$ cat config.mk
export PLATFORM = sky130hd
export DESIGN_NAME = gpio_stim_sequencer
export DESIGN_NICKNAME = d
export VERILOG_FILES = /design/src/rtl/gpio_stim_pkg.sv /design/src/rtl/gpio_stim_fifo.sv /design/src/rtl/gpio_stim_sequencer.sv
export SDC_FILE = /design/constraint.sdc
export NUM_CORES = 1
export LEC_CHECK = 0
export ABC_AREA = 1
export CAP_MARGIN = 10
export CORE_ASPECT_RATIO = 0.7
export CORE_MARGIN = 2
export CORE_UTILIZATION = 40
export DETAILED_ROUTE_END_ITERATION = 12
export SYNTH_ARGS = -nofsm -noshare
export SYNTH_HDL_FRONTEND = slang
export SYNTH_SLANG_ARGS = --single-unit
export TNS_END_PERCENT = 10
$ cat constraint.sdc
create_clock -name clock -period 4.5 [get_ports clock]
set_input_delay 0.45 -clock clock [delete_from_list [all_inputs] [get_ports clock]]
set_output_delay 0.45 -clock clock [all_outputs]
set_load 0.01 [all_outputs]
$ cat src/rtl/gpio_stim_pkg.sv
// Shared types for the GPIO stimulus sequencer: opcodes, FSM states and the
// packed command record carried through the command FIFO.
package gpio_stim_pkg;

    localparam int unsigned CMD_DLY_W = 16;
    localparam int unsigned CMD_PAD_W = 6;

    typedef enum logic [1:0] {
        OP_DRIVE    = 2'd0,
        OP_RELEASE  = 2'd1,
        OP_WAIT_PIN = 2'd2,
        OP_WAIT_CYC = 2'd3
    } op_e;

    typedef enum logic [1:0] {
        ST_IDLE  = 2'd0,
        ST_DELAY = 2'd1,
        ST_POLL  = 2'd2
    } state_e;

    typedef struct packed {
        op_e                  op;
        logic [CMD_PAD_W-1:0] pad;
        logic                 value;
        logic [CMD_DLY_W-1:0] delay;
    } cmd_t;

    localparam int unsigned CMD_W = $bits(cmd_t);

endpackage

$ cat src/rtl/gpio_stim_fifo.sv
// Synchronous command FIFO; pointers carry a wrap bit so full and empty are
// told apart without a separate occupancy counter. Flush wins over push.
module gpio_stim_fifo
    import gpio_stim_pkg::*;
#(
    parameter int unsigned DEPTH = 8
) (
    input  logic clk_i,
    input  logic rst_i,
    input  logic push_i,
    input  cmd_t wdata_i,
    input  logic pop_i,
    input  logic flush_i,
    output cmd_t rdata_o,
    output logic full_o,
    output logic empty_o
);

    localparam int unsigned AW = $clog2(DEPTH);

    cmd_t          mem_q [DEPTH];
    logic [AW:0]   wr_ptr_q, wr_ptr_d;
    logic [AW:0]   rd_ptr_q, rd_ptr_d;
    logic          do_push;
    logic          do_pop;

    assign full_o  = (wr_ptr_q[AW] != rd_ptr_q[AW]) &&
                     (wr_ptr_q[AW-1:0] == rd_ptr_q[AW-1:0]);
    assign empty_o = (wr_ptr_q == rd_ptr_q);
    assign rdata_o = mem_q[rd_ptr_q[AW-1:0]];

    assign do_push = push_i && !full_o && !flush_i;
    assign do_pop  = pop_i && !empty_o && !flush_i;

    always_comb begin
        wr_ptr_d = wr_ptr_q;
        rd_ptr_d = rd_ptr_q;
        if (flush_i) begin
            wr_ptr_d = '0;
            rd_ptr_d = '0;
        end else begin
            if (do_push) wr_ptr_d = wr_ptr_q + 1'b1;
            if (do_pop)  rd_ptr_d = rd_ptr_q + 1'b1;
        end
    end

    always_ff @(posedge clk_i) begin
        if (rst_i) begin
            wr_ptr_q <= '0;
            rd_ptr_q <= '0;
        end else begin
            wr_ptr_q <= wr_ptr_d;
            rd_ptr_q <= rd_ptr_d;
        end
    end

    always_ff @(posedge clk_i) begin
        if (do_push) mem_q[wr_ptr_q[AW-1:0]] <= wdata_i;
    end

endmodule

$ cat src/rtl/gpio_stim_sequencer.sv
// Timed pad stimulus sequencer: pops queued DRIVE/RELEASE/WAIT_PIN/WAIT_CYC
// commands and applies them to per-pad drive/enable registers.
module gpio_stim_sequencer
    import gpio_stim_pkg::*;
#(
    parameter int unsigned NUM_PADS = 38,
    parameter int unsigned DEPTH    = 8,
    parameter int unsigned DLY_W    = CMD_DLY_W
) (
    input  logic                 clock,
    input  logic                 reset,
    // A command transfers on a rising edge where cmd_valid && cmd_ready; the
    // fields must be stable while cmd_valid is high, and cmd_ready never
    // depends on cmd_valid.
    input  logic                 cmd_valid,
    output logic                 cmd_ready,
    input  logic [1:0]           cmd_op,
    input  logic [5:0]           cmd_pad,
    input  logic                 cmd_value,
    input  logic [DLY_W-1:0]     cmd_delay,
    input  logic [NUM_PADS-1:0]  pad_in,
    output logic [NUM_PADS-1:0]  pad_out,
    output logic [NUM_PADS-1:0]  pad_oe,
    output logic                 busy,
    output logic                 done,
    output logic                 timeout_flag,
    output logic                 pad_err,
    output state_e               dbg_state
);

    localparam logic [NUM_PADS-1:0]  PAD_ONE   = {{(NUM_PADS-1){1'b0}}, 1'b1};
    localparam logic [CMD_PAD_W:0]   PAD_LIMIT = (CMD_PAD_W+1)'(NUM_PADS);

    state_e                state_q, state_d;
    cmd_t                  act_q, act_d;
    logic [CMD_DLY_W-1:0]  cnt_q, cnt_d;
    logic [NUM_PADS-1:0]   pad_out_q, pad_out_d;
    logic [NUM_PADS-1:0]   pad_oe_q, pad_oe_d;
    logic                  done_q, done_d;
    logic                  tflag_q, tflag_d;
    logic                  perr_q, perr_d;

    cmd_t                  fifo_wdata;
    cmd_t                  fifo_head;
    logic                  fifo_full;
    logic                  fifo_empty;
    logic                  fifo_pop;
    logic                  fifo_flush;
    logic [NUM_PADS-1:0]   pad_sel;
    logic                  pad_hit;

    assign fifo_wdata.op    = op_e'(cmd_op);
    assign fifo_wdata.pad   = cmd_pad;
    assign fifo_wdata.value = cmd_value;
    assign fifo_wdata.delay = CMD_DLY_W'(cmd_delay);

    gpio_stim_fifo #(
        .DEPTH(DEPTH)
    ) u_fifo (
        .clk_i   (clock),
        .rst_i   (reset),
        .push_i  (cmd_valid && cmd_ready),
        .wdata_i (fifo_wdata),
        .pop_i   (fifo_pop),
        .flush_i (fifo_flush),
        .rdata_o (fifo_head),
        .full_o  (fifo_full),
        .empty_o (fifo_empty)
    );

    // The active pad is range-checked at pop time, so the one-hot mask is
    // always inside the pad vector when it is used.
    assign pad_sel = PAD_ONE << act_q.pad;
    assign pad_hit = |(pad_in & pad_sel);

    always_comb begin
        state_d    = state_q;
        act_d      = act_q;
        cnt_d      = cnt_q;
        pad_out_d  = pad_out_q;
        pad_oe_d   = pad_oe_q;
        done_d     = 1'b0;
        tflag_d    = tflag_q;
        perr_d     = perr_q;
        fifo_pop   = 1'b0;
        fifo_flush = 1'b0;

        case (state_q)
            ST_IDLE: begin
                if (!fifo_empty) begin
                    fifo_pop = 1'b1;
                    act_d    = fifo_head;
                    cnt_d    = fifo_head.delay;
                    if ({1'b0, fifo_head.pad} >= PAD_LIMIT) begin
                        perr_d = 1'b1;
                    end else if (fifo_head.op == OP_WAIT_PIN) begin
                        cnt_d   = '0;
                        state_d = ST_POLL;
                    end else begin
                        state_d = ST_DELAY;
                    end
                end
            end

            ST_DELAY: begin
                if (cnt_q == '0) begin
                    done_d  = 1'b1;
                    state_d = ST_IDLE;
                    case (act_q.op)
                        OP_DRIVE: begin
                            pad_out_d = (pad_out_q & ~pad_sel) |
                                        (act_q.value ? pad_sel : '0);
                            pad_oe_d  = pad_oe_q | pad_sel;
                        end
                        OP_RELEASE: pad_oe_d = pad_oe_q & ~pad_sel;
                        default: ;
                    endcase
                end else begin
                    cnt_d = cnt_q - 1'b1;
                end
            end

            ST_POLL: begin
                // A match on the final sample still counts as success.
                if (pad_hit == act_q.value) begin
                    done_d  = 1'b1;
                    state_d = ST_IDLE;
                end else if ((act_q.delay != '0) &&
                             (cnt_q == act_q.delay - CMD_DLY_W'(1))) begin
                    tflag_d    = 1'b1;
                    fifo_flush = 1'b1;
                    state_d    = ST_IDLE;
                end else begin
                    cnt_d = cnt_q + 1'b1;
                end
            end

            default: state_d = ST_IDLE;
        endcase
    end

    always_ff @(posedge clock) begin
        if (reset) begin
            state_q   <= ST_IDLE;
            act_q     <= '0;
            cnt_q     <= '0;
            pad_out_q <= '0;
            pad_oe_q  <= '0;
            done_q    <= 1'b0;
            tflag_q   <= 1'b0;
            perr_q    <= 1'b0;
        end else begin
            state_q   <= state_d;
            act_q     <= act_d;
            cnt_q     <= cnt_d;
            pad_out_q <= pad_out_d;
            pad_oe_q  <= pad_oe_d;
            done_q    <= done_d;
            tflag_q   <= tflag_d;
            perr_q    <= perr_d;
        end
    end

    assign cmd_ready    = !fifo_full;
    assign busy         = (state_q != ST_IDLE) || !fifo_empty;
    assign pad_out      = pad_out_q;
    assign pad_oe       = pad_oe_q;
    assign done         = done_q;
    assign timeout_flag = tflag_q;
    assign pad_err      = perr_q;
    assign dbg_state    = state_q;

endmodule

; Yosys cells after proc, flatten, opt, wreduce, memory -nomap -nowiden
; Memories as Yosys holds them, arrays and structs flattened. A register that Yosys moved wholly into a read port is not among the register bits.
; Cells that the tools add are included.
; Widths: inputs -> output; s select.
[op_classes]
add_sub_neg = 5
magnitude_cmp = 1
n_eq_ne = 16
shift = 1
mux = 28
bitwise = 8
n_reduce_logical = 27
[op_table]
columns = cell, count
row1 = $and 38x38->38, 3
row2 = $mux 16, 6
row3 = $or 38x38->38, 2
row4 = $pmux 38 s2, 1
row5 = $pmux 16 s3, 1
row6 = $mux 38, 1
row7 = $not 38->38, 1
row8 = $reduce_or 38->1, 1
row9 = $shl 1x6->38 const A, 1
row10 = $sub 16x1->16 const B, 2
row11 = $add 16x1->16 const B, 1
row12 = $eq 16x16->1, 1
row13 = $logic_not 16->1, 1
row14 = $reduce_bool 16->1, 1
row15 = $mux 2, 6
row16 = $ne 2x2->1 const B, 6
row17 = $reduce_and 3->1, 4
row18 = $mux 1, 9
row19 = $add 4x1->4 const B, 2
row20 = $logic_and 1x1->1, 7
row21 = $ge 6x6->1 const B, 1
row22 = $mux 3, 2
row23 = $pmux 2 s3, 1
row24 = $reduce_and 5->1, 1
row25 = other kinds (17), 24
[totals]
register_bits = 130
ram_bits = 200
input_bits = 66
out_inout_bits = 83
word_cells = 100
mem_count = 1
[mem_list]
columns = name, depth, word_bits, read_ports, rd_clocked_by_memory_dff, write_ports, line_no
row1 = u_fifo.mem_q, 8, 25, 1, 1, 1, gpio_stim_fifo.sv:21  ; cmd_t mem_q [DEPTH];

; Depth between registers and ports, before layout
; Gate-level depths: netlist (run 1).
[logic_depth]
ltp_word = 10
depth_mapped = 19
ltp_nobuf = 17

; Hierarchy
; From an unflattened synthesis (run 1), not the netlist that was laid out.
[hier_totals]
cells_unflattened = 1800
hier_area_um2 = 15507.4
[modules_own_cells]
columns = module, n_inst, cells_per_inst, area_per_inst_um2, seq_area_each_um2
row1 = gpio_stim_fifo, 1, 699, 8440.6, 6226.0
row2 = gpio_stim_sequencer, 1, 1101, 7066.8, 2442.3

; Worst setup path after synthesis (run 1)
; OpenSTA, ideal clock, no wires.
[synth_path]
kind = register to register
from = register act_q[17] (netlist bit)
to = memory u_fifo.mem_q[6][0] (netlist bit) (enable)
setup_time_ns = 0.438
arrival_ns = 3.363
required_time_ns = 4.062
path_slack_ns = 0.699
stages_incl_launch_ff = 15
path_buffers = 1
period_less_slack_ns = 3.801
cell_sequence = dfxtp_1 buf_6 nor2_1 nand3_1 nor2_1 nand2_1 o21ai_0 nor2_1 nand2_1 nor2_1 nand4_2 nand2_2 nand3_4 nand3_1 nor3_1
[synth_between]
elab_chain_len = 10
[synth_rtl]
columns = item, line_no
row1 = start: declaration, gpio_stim_sequencer.sv:35  ; cmd_t act_q, act_d;
row2 = start signal: assignment, gpio_stim_sequencer.sv:154  ; act_q <= act_d;
row3 = $shl 1x6->38, gpio_stim_sequencer.sv:73  ; assign pad_sel = PAD_ONE << act_q.pad;
row4 = $and 38x38->38, gpio_stim_sequencer.sv:74  ; assign pad_hit = |(pad_in & pad_sel);
row5 = $reduce_or 38->1, gpio_stim_sequencer.sv:74
row6 = $eq 1x1->1, gpio_stim_sequencer.sv:125  ; if (pad_hit == act_q.value) begin
row7 = $mux 1, gpio_stim_sequencer.sv:125
row8 = $mux 1, gpio_stim_sequencer.sv:88  ; case (state_q)
row9 = $logic_not 1->1, gpio_stim_fifo.sv:32  ; assign do_push = push_i && !full_o && !flush_i;
row10 = $logic_and 1x1->1, gpio_stim_fifo.sv:32
row11 = $mux 1, gpio_stim_fifo.sv:58  ; if (do_push) mem_q[wr_ptr_q[AW-1:0]] <= wdata_i;
row12 = $mux 1 (implied by the code), gpio_stim_fifo.sv:58
row13 = end: declaration, gpio_stim_fifo.sv:21
; Every way passes these cells.

; Worst setup path in the final report (run 1)
[layout_path]
from = register state_q[0], in the netlist dbg_state[0]
to = register cnt_q[15]
[layout_between]
elab_chain_len = 3
elab_cells_between_ends = 10
cone_classes = eq/ne (6) / mux (1) / reduce/logical (3)
[layout_rtl]
columns = item, line_no
row1 = start: declaration, gpio_stim_sequencer.sv:34  ; state_e state_q, state_d;
row2 = start signal: assignment, gpio_stim_sequencer.sv:153  ; state_q <= state_d;
row3 = "$eq 2x2->1, or another cell as far along", gpio_stim_sequencer.sv:88
row4 = $ne 2x2->1 (no line) / $reduce_bool 3->1 (equally long branches), n/a
row5 = $reduce_and 5->1 (no line), n/a
row6 = end signal: assignment, gpio_stim_sequencer.sv:155  ; cnt_q <= cnt_d;
row7 = end: declaration, gpio_stim_sequencer.sv:36  ; logic [CMD_DLY_W-1:0] cnt_q, cnt_d;
; Several ways; a longest one is shown, not always the timed one.
; A chain may end at the register's enable or synchronous reset.

==> impl_metrics.toml, run 1 <==
[cts]
path_clk_slew_ns = 0.06
cts-buffers-inserted = 35
cts-root-buf = "clkbuf_16"
cts_hold_buf = 0
cts_sinks = 333
clockBufferDepth = 3
ctsResizeCount = 0
clk_latency_ns = 0.56
htreeDepth = 2
cts_setup_buffers = 0
cts_tree = "done"

[power_and_ir_drop]
power_leakage_uw = 0.00675
power_frac_clock_pct = 27.7
pwr-share-comb_pct = 37.3
p_sw_uw = 4240
vdd_drop_max_mv = 0.273
power.density_nw_per_um2 = 578
p_seq_share_pct = 35.0
p_int_uw = 6400
p_sw_share_pct = 39.8

[logic_synthesis]
syn_nets = 1826
synth_area_leaders = "edfxtp_1 (39%), dfxtp_1 (17%), nand2_1 (7.8%), nor2_1 (6.8%), o21ai_0 (6.3%)"
synth_area_leader_cell = "edfxtp_1"
ys_seq_area_share_pct = 56.6
synth-seq-cells = 333
synth_top_cell_area_share_pct = 39.2
async_reset_ff_share_pct = 0
yosys_warnings = 0
synthCells = 1737
synth_cell_types = 45
synth.cell_area_um2 = 15300
syn_area_per_cell_um2 = 8.82
synth_edf_count = 200
synthFlopType = "edfxtp_1"

[floorplanning]
core_area_um2 = 37400
initial_utilization_pct = 40.9
die_area_um2 = 39900
fp.dieW_um = 238
pin_count = 149
rows = 59
die_h_um = 168

[place]
portBuffers = 148
hpwl_um = 30400
dp.cells = 2313
place_congestion = 0.927

[timing]
finalCriticalPeriod_ns = 3.42
fin_worst_skew_ns = 0.0258
worst_slew_pin_slew_ns = 0.937
grt_setup_unrepaired = "false"
timing.final.crit_share_pct = 76.1
setup_tns_ns = 0
setup_violations = 0
max_clock_freq_ghz = 0.292
slew_viol_final = 0
max_slew_margin_pct = 37.4
finalHoldViolCount = 0

[flow_run]
max_cap_violations = 0

[routing]
drtPass1Iterations = 6
drc = 0
wl_um = 44700
wl_per_cell_um = 18.8
via_count = 12600
detail-route-antenna-nets = 0
viasPerCell = 5.32
drt_iter0_markers = 1203

[final_layout]
antenna_cells = 0
layout-drive-gt1-share_pct = 7.20
fin_nets = 1951
final_cells = 2377
syn_to_final_growth_pct = 20.2

[run_status]
status = "finished clean"

[grt]
grtUsageTotal_pct = 22.2
grt-ovfl-total = 0
antenna_found_initial = 0
grt_pass1_wl_um = 69100
grt_pass1_vias = 11800
grt_max_degree = 76

[critical_path]
crit_path_max_fanout = 17
path_class = "flip-flop to flip-flop"
cp_data_required_time_ns = 4.96
cp-end-kind = "flip-flop"
cp-start-kind = "flip-flop"
cp.arrival_ns = 3.88

[worst_hold_path]
min_path_type = "flip-flop to flip-flop"
cells in the final DEF, fill, tap and decap left out, drive strengths merged, types with 2 or more instances in the layout:
master,Yosys,layout
o211ai,2,2
o21ai,193,193
inv,122,124
o22ai,31,31
nor4,4,4
clkbuf,55,40
xor2,11,11
ha,22,22
clkinvlp,0,2
nor2,293,293
clkinv,3,20
o21bai,8,8
a21o,3,3
bufinv,0,3
xnor2,12,12
nor3,18,18
nand3b,5,5
buf,29,25
a21oi,125,125
o21a,4,4
edfxtp,200,200
clkdlybuf4s50,0,147
nand4,17,17
nand2,325,325
a31oi,18,18
o221ai,3,3
dfxtp,133,133
nand3,96,96
routing by layer:
metal | vias up | share of wire (%) | global-route usage [%]
li1 | 6157 | - | -
met1 | 6028 | 48 | 34.1
met2 | 407 | 43 | 33.2
met3 | 53 | 6.7 | 3.30
met4 | 0 | 1.6 | 4.68
met5 | - | 0 | 0
cells in the mapped netlist, types with 11 or more instances:
| cell type | number |
|---|---|
| nand2_1 | 319 |
| nor2_1 | 277 |
| edfxtp_1 | 200 |
| o21ai_0 | 192 |
| dfxtp_1 | 133 |
| a21oi_1 | 125 |
| inv_1 | 115 |
| nand3_1 | 91 |
| clkbuf_1 | 55 |
| o22ai_1 | 31 |
| ha_1 | 22 |
| a31oi_1 | 18 |
| nor3_1 | 17 |
| buf_2 | 16 |
| nand4_1 | 15 |
| xnor2_1 | 12 |
| nor2_2 | 11 |
| xor2_1 | 11 |
metrics by stage:
step                      worst slack [ns]  total power [uW]  hold WS [ns]  instance area (um^2)  util [%]
after global routing                 0.748             11300         0.461                 18400      49.2
after global placement                1.23              7650         0.435                 17200      46.1
after detailed placement              1.19              7700         0.438                 17200      46.1
after floorplan                      0.699              6650         0.468                 15300         -
after CTS                             1.18             10700         0.447                 18400      49.2
final                                 1.08             10600         0.445                 18400      49.2
worst paths after layout:
path,startpoint,slack [ns],end,cells after the start
setup reg to reg,dbg_state[0],1.08,cnt_q[15],15
hold reg to reg,flip-flop,0.45,flip-flop,2
hold / removal,flip-flop,0.45,flip-flop,2
setup / recovery,dbg_state[0],1.08,cnt_q[15],15
power by group through the flow:
stage	combinational, uW	clock (uW)	sequential, uW
6_report	3970	2950	3730
5_1_grt	4460	3130	3760
4_1_cts	3930	3000	3730
3_5_place_dp	3910	0	3790
3_3_place_gp	3870	0	3790
2_1_floorplan	2980	0	3660
worst max-delay path, cell delays in order, from the launching register on:
cell and delay (ns):
dfxtp_1 0.40, inv_1 0.08, ha_1 0.30, inv_1 0.55
ha_1 0.41, a21oi_1 0.20, a21oi_1 0.09, nor2_1 0.28
o21ai_0 0.30, nand2_1 0.19, nand2_1 0.06, nand2_1 0.06
nand3_1 0.06, nand2_1 0.11, nand4_1 0.09, a21oi_1 0.16
area by class of cell:
type | instances | area, um^2
clock buffers | 40 | 935
clock inverters | 24 | 239
fillers | 3516 | 19000
inverters | 125 | 469
multi-input cells | 1195 | 5840
flip-flops and latches | 333 | 8670
well taps | 488 | 611
repair buffers | 172 | 1660
kinds of logic (layout without fill, tap and decap cells):
kind of cell	count (synthesis)	after routing	synth area share, %
adders and majority gates	23	23	1.93
AOI/OAI and AO/OA	390	390	13.6
muxes	1	1	0.0653
buffers and inverters	209	361	5.59
DFF	333	333	56.6
and+or+nand+nor	758	758	20.9
xor gates and xnor gates	23	23	1.31
No activity file was read; power rests on OpenSTA's default activity.
==> run 2, diff against run 1 <==
==> constraint.sdc (replaced) <==
create_clock -name clock -period 3.37 [get_ports clock]
set_input_delay 0.337 -clock clock [delete_from_list [all_inputs] [get_ports clock]]
set_output_delay 0.337 -clock clock [all_outputs]
set_load 0.01 [all_outputs]
==> run 2 against run 1 <==
  * First-iteration DRC count fell by 11%
  * Clock skew down 0.017 ns
  * Combinational power increased by 39%
  * Critical endpoint is now u_fifo.mem_q[6][13]
  * Cell area up 1.2%
  * Via count is 0.22% higher
  * Highest routed layer unchanged
  * Power rose by 34%
  * Hold slack worse by 0.17 ns
==> impl_metrics.toml, run 2 (synthesis results as in run 1) <==
[run_status]
status = "finished clean"

[floorplanning]
core_area_um2 = 37400
die_area_um2 = 39900
initial_utilization_pct = 40.9
rows = 59
pin_count = 149
die_h_um = 168
fp.dieW_um = 238

[timing]
finalCriticalPeriod_ns = 3.04
grt_setup_unrepaired = "false"
slew_viol_final = 0
fin_worst_skew_ns = 0.00868
timing.final.crit_share_pct = 90.3
finalHoldViolCount = 0
setup_tns_ns = 0
setup_violations = 0
max_clock_freq_ghz = 0.329
max_slew_margin_pct = 36.2
worst_slew_pin_slew_ns = 0.947
setup_slack_ns = 0.327

[cts]
cts-buffers-inserted = 34
clk_latency_ns = 0.52
cts_tree = "done"
cts-root-buf = "clkbuf_16"
cts_setup_buffers = 0
cts_sinks = 333
htreeDepth = 2
ctsResizeCount = 0
cts_hold_buf = 0
path_clk_slew_ns = 0.06
clockBufferDepth = 3

[power_and_ir_drop]
p_int_uw = 8710
p_sw_share_pct = 39.1
p_sw_uw = 5600
power_leakage_uw = 0.00685
power_frac_clock_pct = 27.1
pwr-share-comb_pct = 38.6
power.density_nw_per_um2 = 767
p_seq_share_pct = 34.3
vdd_drop_max_mv = 0.358

[grt]
grtUsageTotal_pct = 22.5
grt-ovfl-total = 0
grt_max_degree = 101
grt_pass1_wl_um = 69600
grt_pass1_vias = 11800
antenna_found_initial = 0

[critical_path]
cpPeakStageDelay_ns = 0.56
cp_data_required_time_ns = 3.59
setup.worst_path.start = "act_q[19]"
path_cells = "inv_1, nand3_1, nor2_1, nand3_1, nand2_1, nor2_1, nand2_1, nor2_1, nand3_2, nand2_2, nand2_2, nand3_4, nand3_1, nor3_4, buf_12"
reg2reg_from = "act_q[19]"
cp.arrival_ns = 3.26
slowest_stage = "dfxtp_1"
cp-start-kind = "flip-flop"
crit_path_max_fanout = 25
cp-end-kind = "flip-flop"
path_class = "flip-flop to flip-flop"

[place]
place_area_um2 = 17500
portBuffers = 148
post-place-ws_ns = 0.386
place_congestion = 0.884
dp.cells = 2327
hpwl_um = 31200

[final_layout]
fin_nets = 1964
syn_to_final_growth_pct = 21.7
layout_commonest_cell = "nand2_1"
layout_common_cells = "nand2_1 (319), nor2_1 (271), edfxtp_1 (200), o21ai_0 (192), clkdlybuf4s50_1 (147)"
final_cells = 2388
layout-drive-gt1-share_pct = 7.42
final_area_um2 = 18600
antenna_cells = 0
fin_util_pct = 49.8

[worst_hold_path]
min_from = "reset"
min_path_type = "primary input to flip-flop"

[routing]
drtPass1Iterations = 5
drc = 0
via_count = 12700
wl_um = 45100
drt_iter0_markers = 1067
viasPerCell = 5.31
wl_per_cell_um = 18.9
detail-route-antenna-nets = 0

[flow_run]
max_cap_violations = 0
[run 2: changes by cell type in the layout (fill, tap and decap cells not counted), sizes merged]
cell,before,now
inv,124,125
clkinvlp,2,1
clkbuf,40,47
bufinv,3,4
buf,25,39
clkinv,20,9
[run 2: layout make-up]
| cell class | count | area, um^2 |
|---|---|---|
| clock buffers | 47 | 951 |
| clock inverters | 14 | 189 |
| fillers | 3492 | 18800 |
| inverters | 125 | 469 |
| multi-input cells | 1195 | 5840 |
| flip-flops and latches | 333 | 8670 |
| well taps | 488 | 611 |
| repair buffers | 186 | 1910 |
[run 2: worst max-delay path: cells and delay by family, from the launching register on]
family / cells / cell delay, ns
buffers and inverters: 2 / 0.41
flip-flops: 1 / 0.56
AND/OR/NAND/NOR: 13 / 1.75
[run 2: path summary, 6_finish.rpt]
path                         endpoint  slack [ns]  depth (start not counted)
hold reg to reg             flip-flop        0.44                          2
hold / removal                pad_err        0.28                          3
setup reg to reg  u_fifo.mem_q[6][13]        0.33                         15
setup / recovery  u_fifo.mem_q[6][13]        0.33                         15
[run 2: through the flow]
step / hold WS, ns / power, uW
detailed placement: 0.437 / 10400
global placement: 0.431 / 10400
floorplan: 0.436 / 8870
global route: 0.318 / 15300
CTS: 0.251 / 14300
finish: 0.277 / 14300
[run 2: metal layers]
layer	GRT usage (%)	up-vias	wire, um
met5	0	-	0
met4	6.78	0	1210
met3	3.13	72	2380
met2	32.4	377	19100
met1	34.7	6043	22400
li1	-	6181	-
[run 2: power groups by stage]
stage	clock network (uW)	registers (uW)	logic [uW]
5_1_grt	4100	4940	6260
3_5_place_dp	0	5000	5450
6_report	3880	4910	5520
2_1_floorplan	0	4890	3980
4_1_cts	3950	4910	5490
3_3_place_gp	0	4990	5410
